File: config.mk
export PLATFORM = sky130hd
export DESIGN_NAME = fetch
export DESIGN_NICKNAME = d
export VERILOG_FILES = /design/src/rtl/fetch_pkg.sv /design/src/rtl/fetch_skid.sv /design/src/rtl/fetch.sv
export SDC_FILE = /design/constraint.sdc
export NUM_CORES = 1
export LEC_CHECK = 0
export BUFFER_PORTS_ARGS = -buffer_cell sky130_fd_sc_hd__buf_2
export CAP_MARGIN = 10
export CORE_MARGIN = 1
export CORE_UTILIZATION = 45
export DETAILED_ROUTE_END_ITERATION = 10
export GPL_TIMING_DRIVEN = 0
export HOLD_SLACK_MARGIN = 0.05
export PLACE_DENSITY_LB_ADDON = 0.12
export REMOVE_ABC_BUFFERS = 1
export SLEW_MARGIN = 40
export SYNTH_ARGS = -nofsm -noshare
export SYNTH_HDL_FRONTEND = slang
export SYNTH_SLANG_ARGS = --single-unit
File: constraint.sdc
create_clock -name i_clk -period 8.2 [get_ports i_clk]
set_clock_uncertainty 0.15 [all_clocks]
set_input_delay 0 -clock i_clk [delete_from_list [all_inputs] [get_ports i_clk]]
set_output_delay 0 -clock i_clk [all_outputs]
set_load 0.02 [all_outputs]
File: src/rtl/fetch_pkg.sv
// ============================================================================
// fetch_pkg : shared state encodings and constants for the fetch stage
// Rev 1.0   : initial release
// ============================================================================
`default_nettype none

package fetch_pkg;

    typedef enum logic [1:0] {
        FE_BOOT    = 2'd0,
        FE_FETCH   = 2'd1,
        FE_HOLD    = 2'd2,
        FE_DISCARD = 2'd3
    } fe_state_t;

    // sll r0,r0,0
    localparam logic [31:0] NOP_INSTR_DEFAULT = 32'h0000_0000;

endpackage

`default_nettype wire

File: src/rtl/fetch_skid.sv
// ============================================================================
// fetch_skid : one-entry {instr,pc} holding register for a read that
//              completes while decode is stalled
// Rev 1.0    : initial release
// ============================================================================
`default_nettype none

module fetch_skid #(
    parameter int INSTR_WIDTH = 32,
    parameter int PC_WIDTH    = 28
) (
    input  logic                   clk,
    input  logic                   arst,
    input  logic                   load,
    input  logic                   clear,
    input  logic [INSTR_WIDTH-1:0] instr_in,
    input  logic [PC_WIDTH-1:0]    pc_in,
    output logic                   full,
    output logic [INSTR_WIDTH-1:0] instr,
    output logic [PC_WIDTH-1:0]    pc
);

    always_ff @(posedge clk or posedge arst) begin
        if (arst) begin
            full  <= 1'b0;
            instr <= '0;
            pc    <= '0;
        end else if (clear) begin
            full <= 1'b0;
        end else if (load) begin
            full  <= 1'b1;
            instr <= instr_in;
            pc    <= pc_in;
        end
    end

endmodule

`default_nettype wire

File: src/rtl/fetch.sv
// ============================================================================
// fetch : MIPS fetch stage - owns the PC, reads imem over req/ack and hands
//         {instruction, pc} to decode with stall, redirect and kill support
// Rev 1.0 : initial release
// ============================================================================
`default_nettype none

module fetch
    import fetch_pkg::*;
#(
    parameter int                 INSTR_WIDTH = 32,
    parameter int                 PC_WIDTH    = 28,
    parameter logic [PC_WIDTH-1:0] RESET_PC   = '0,
    parameter logic [INSTR_WIDTH-1:0] NOP_INSTR = NOP_INSTR_DEFAULT[INSTR_WIDTH-1:0]
) (
    input  logic                   i_clk,
    input  logic                   i_arst,
    input  logic                   i_stall_en,
    input  logic                   i_jmp_en,
    input  logic [PC_WIDTH-1:0]    i_pc_jmp,
    input  logic                   i_fe_kill,
    output logic                   o_imem_req,
    output logic [PC_WIDTH-1:0]    o_imem_addr,
    input  logic                   i_imem_ack,
    input  logic [INSTR_WIDTH-1:0] i_imem_rdata,
    output logic [INSTR_WIDTH-1:0] o_instruction,
    output logic [PC_WIDTH-1:0]    o_pc_fe,
    output logic [PC_WIDTH-1:0]    o_pc_fe_de,
    output logic                   o_valid_fe
);

    fe_state_t             state;
    logic [PC_WIDTH-1:0]   pc;
    logic [PC_WIDTH-1:0]   target;
    logic [PC_WIDTH-1:0]   pc_inc;
    logic                  redirect;
    logic                  skid_load;
    logic                  skid_clear;
    logic                  skid_full;
    logic [INSTR_WIDTH-1:0] skid_instr;
    logic [PC_WIDTH-1:0]   skid_pc;

    // A jump seen during a stall is dropped; decode re-issues it once released.
    assign redirect   = i_fe_kill || (i_jmp_en && !i_stall_en);
    assign pc_inc     = pc + PC_WIDTH'(1);
    assign skid_load  = (state == FE_FETCH) && i_imem_ack && i_stall_en && !redirect;
    assign skid_clear = redirect || ((state == FE_HOLD) && !i_stall_en);

    fetch_skid #(
        .INSTR_WIDTH (INSTR_WIDTH),
        .PC_WIDTH    (PC_WIDTH)
    ) u_skid (
        .clk      (i_clk),
        .arst     (i_arst),
        .load     (skid_load),
        .clear    (skid_clear),
        .instr_in (i_imem_rdata),
        .pc_in    (pc),
        .full     (skid_full),
        .instr    (skid_instr),
        .pc       (skid_pc)
    );

    always_ff @(posedge i_clk or posedge i_arst) begin
        if (i_arst) begin
            state         <= FE_BOOT;
            pc            <= RESET_PC;
            target        <= '0;
            o_imem_req    <= 1'b0;
            o_imem_addr   <= RESET_PC;
            o_instruction <= NOP_INSTR;
            o_pc_fe       <= '0;
            o_pc_fe_de    <= '0;
            o_valid_fe    <= 1'b0;
        end else begin
            if (redirect) begin
                o_instruction <= NOP_INSTR;
                o_valid_fe    <= 1'b0;
            end
            case (state)
                FE_BOOT: begin
                    o_imem_req <= 1'b1;
                    state      <= FE_FETCH;
                    if (redirect) begin
                        pc          <= i_pc_jmp;
                        o_imem_addr <= i_pc_jmp;
                    end else begin
                        o_imem_addr <= pc;
                    end
                end
                FE_FETCH: begin
                    if (redirect) begin
                        // An unanswered read cannot be withdrawn; wait it out in DISCARD.
                        if (i_imem_ack) begin
                            pc          <= i_pc_jmp;
                            o_imem_addr <= i_pc_jmp;
                        end else begin
                            target <= i_pc_jmp;
                            state  <= FE_DISCARD;
                        end
                    end else if (i_imem_ack && !i_stall_en) begin
                        o_instruction <= i_imem_rdata;
                        o_pc_fe       <= pc_inc;
                        o_pc_fe_de    <= pc;
                        o_valid_fe    <= 1'b1;
                        pc            <= pc_inc;
                        o_imem_addr   <= pc_inc;
                    end else if (i_imem_ack) begin
                        o_imem_req <= 1'b0;
                        state      <= FE_HOLD;
                    end else if (!i_stall_en) begin
                        o_instruction <= NOP_INSTR;
                        o_valid_fe    <= 1'b0;
                    end
                end
                FE_HOLD: begin
                    if (redirect) begin
                        pc          <= i_pc_jmp;
                        o_imem_addr <= i_pc_jmp;
                        o_imem_req  <= 1'b1;
                        state       <= FE_FETCH;
                    end else if (!i_stall_en) begin
                        if (skid_full) begin
                            o_instruction <= skid_instr;
                            o_pc_fe       <= skid_pc + PC_WIDTH'(1);
                            o_pc_fe_de    <= skid_pc;
                            o_valid_fe    <= 1'b1;
                            pc            <= pc_inc;
                            o_imem_addr   <= pc_inc;
                        end else begin
                            o_instruction <= NOP_INSTR;
                            o_valid_fe    <= 1'b0;
                            o_imem_addr   <= pc;
                        end
                        o_imem_req <= 1'b1;
                        state      <= FE_FETCH;
                    end
                end
                FE_DISCARD: begin
                    if (i_imem_ack) begin
                        pc          <= redirect ? i_pc_jmp : target;
                        o_imem_addr <= redirect ? i_pc_jmp : target;
                        state       <= FE_FETCH;
                    end else if (redirect) begin
                        target <= i_pc_jmp;
                    end
                end
                default: begin
                    state <= FE_BOOT;
                end
            endcase
        end
    end

endmodule

`default_nettype wire

==> reports/qor.csv <==
metric;value;unit
start_util;46.23;%
syn_area_per_cell;9.485;sq um
vias;9332;
period_needed;3.285;ns
post-route-drc-count;0;
rows;56;
drt-initial-drc-count;474;
yosys-top-cells-area;dfrtp_1 (48%), mux2_2 (8.1%), nand2_1 (6.6%);
finalSetupTns;0;ns
final_cells;1686;
io_pins;184;
clockRootBuffer;clkbuf_16;
reg2reg_to;o_pc_fe[24];
grt_pass1_vias;9170;
synth-seq-cells;209;
synth_commonest_cells;dfrtp_1 (209), nand2_1 (193), o21ai_0 (127);
outcome;completed;
leakage;6.045;nW
crit_chain;inv_1, ha_4, nor2_1, a211oi_1, nand3_4, buf_12, or2_1, nor2_1, a221o_1;
viasPerCell;5.535;
port_buffers;183;
gr-total-overflow;0;
hold_ws;0.1186;ns
gp_congestion;0.8079;
ys_types;59;
hold_viol;0;
ff2ff_setup_slack;4.92;ns
ys_seq_area_share;47.91;%
cp-end-kind;flop;
placed_cell_area;0.01228;sq mm
ff2ff_path_depth;9;
synth.most_common_cell;dfrtp_1;
drt_pass1_iterations;5;
grt_pass1_wl;49.22;mm
drv_cap;0;
synth-edff-count;0;
placed_cells;1577;
crit_top_cell;nor2_1;
synth_area;0.01092;sq mm
maxSlewViolCount;0;
slew-limit-headroom;44.04;%
die_h;157.8;microns
synth-warning-count;0;
track_usage;24.95;%
clk_pin_slew;0.06;ns
dpl.hpwl;19.82;mm
fmax;304.5;MHz
clkLatencyLatePin;0.51;ns
nets;1423;
crit_path_top_delay_cell;nand3_4;
htree_levels;1;
netlist_instances;1151;
wirelength;30.40;mm
finish.utilization;58.15;%
crit_arrival;3.58;ns
slowest_delay;0.45;ns
worstMarginPinSlew;0.8363;ns
async_reset_ff_share;100.0;%
final_antenna_net_count;0;
numCtsBuffers;25;
startpoint_type;flop;
final_area;0.01373;sq mm
wire_per_inst;18.03;microns
irDropWorstVdd;175.3;uV
diodes;0;
fin_crit_sh;40.06;%
rr_startpoint;state[0];
rsz0062_at_grt;no;
crit_end;o_pc_fe[24];
synth_top_flop_cell;dfrtp_1;
cp-startpoint;state[0];
setup_viol;0;
yosysTopAreaCell;dfrtp_1;
cts_buffer_depth;3;
cts_tree;yes;
coreArea;0.02361;sq mm
cts_sinks;209;
crit_type;flop to flop;
post_cts_resized;0;
critPathMaxFanout;54;
area_growth;25.78;%
die_x;157.8;microns
dieArea;0.02489;sq mm
synth.top_cell.area_share;47.91;%
drive_above_1_share;25.16;%
grt_max_degree;76;
antenna_found_initial;0;
cp.required;8.50;ns
hp-class;input pin to flop;
power.density;379.2;mW/mm^2
[per-stage QoR]
stage / setup slack (ns) / power [mW]
after global routing: 4.587 / 5.590
final: 4.915 / 5.207
after CTS: 4.928 / 5.231
after detailed placement: 4.971 / 4.144
after floorplan: 2.194 / 3.365
after global placement: -2.763 / 4.062
[worst min path at each step]
stage                             to  cells after the start        startpoint
CTS                 u_skid.instr[27]                      3  i_imem_rdata[27]
detailed placement  u_skid.instr[18]                      2            i_arst
finish              u_skid.instr[22]                      3  i_imem_rdata[22]
global route        u_skid.instr[15]                      3  i_imem_rdata[15]
floorplan                  target[0]                      1       i_pc_jmp[0]
global placement           target[0]                      2       i_pc_jmp[0]
[repair_timing]
item,in CTS,in global routing
hold buffers,66,0
setup buffers,0,0
setup endpoints to repair,0,0
hold endpoints to repair,334,0
[sequential cells by signal, summed over array words and instances, names as in the netlist]
| name | count |
|---|---|
| target | 28 |
| o_pc_fe | 28 |
| u_skid.instr | 32 |
| u_skid.pc | 28 |
| o_instruction | 32 |
| o_imem_req | 1 |
| o_pc_fe_de | 28 |
| pc | 28 |
| o_valid_fe | 1 |
| u_skid.full | 1 |
| state | 2 |
[worst max-delay path: cells and delay by family, from the launching register on]
| kind | cells | cell delay [ns] |
|---|---|---|
| AOI/OAI and AO/OA | 2 | 0.54 |
| adders and majority gates | 1 | 0.39 |
| buffers and inverters | 2 | 0.50 |
| DFF | 1 | 0.41 |
| and+or+nand+nor | 4 | 1.18 |
[where the power goes]
| group | internal [mW] | switching [mW] |
|---|---|---|
| registers | 1.52 | 0.448 |
| clock network | 0.620 | 0.427 |
| logic | 0.915 | 1.28 |
| total | 3.05 | 2.15 |
[cells by family after synthesis]
group,after synthesis,share of synthesized area [%]
and+or+nand+nor,334,13.85
AOI/OAI and AO/OA,314,16.64
DFF,209,47.91
muxes,130,12.99
buffers and inverters,107,3.840
xor gates and xnor gates,51,4.092
adders and majority gates,6,0.6877
[layer usage]
metal / part of all wire, % / global-route usage, %
met2: 47 / 41.56
met4: 2.1 / 6.889
met5: 0 / 0
met3: 6.0 / 4.572
met1: 45 / 33.14
[cell type report]
cell class	instances	area (sq um)
Clock buffer	39	748.2
Clock inverter	4	20.02
Fill cell	2122	9882
Inverter	16	67.56
Multi-Input combinational cell	835	5385
Sequential cell	209	5231
Tap cell	319	399.1
Timing Repair Buffer	264	1879
[cell usage in the layout, fill, tap and decap left out, drive strengths merged, types with 19 or more instances in the layout]
master         n
mux2i         37
clkbuf        39
dfrtp        209
xnor2         32
dlygate4sd3   66
nand2        193
a21oi         95
buf          198
mux2          93
nand3         31
xor2          19
nor2          42
o21ai        142
Power figures use the tool's default switching activity.
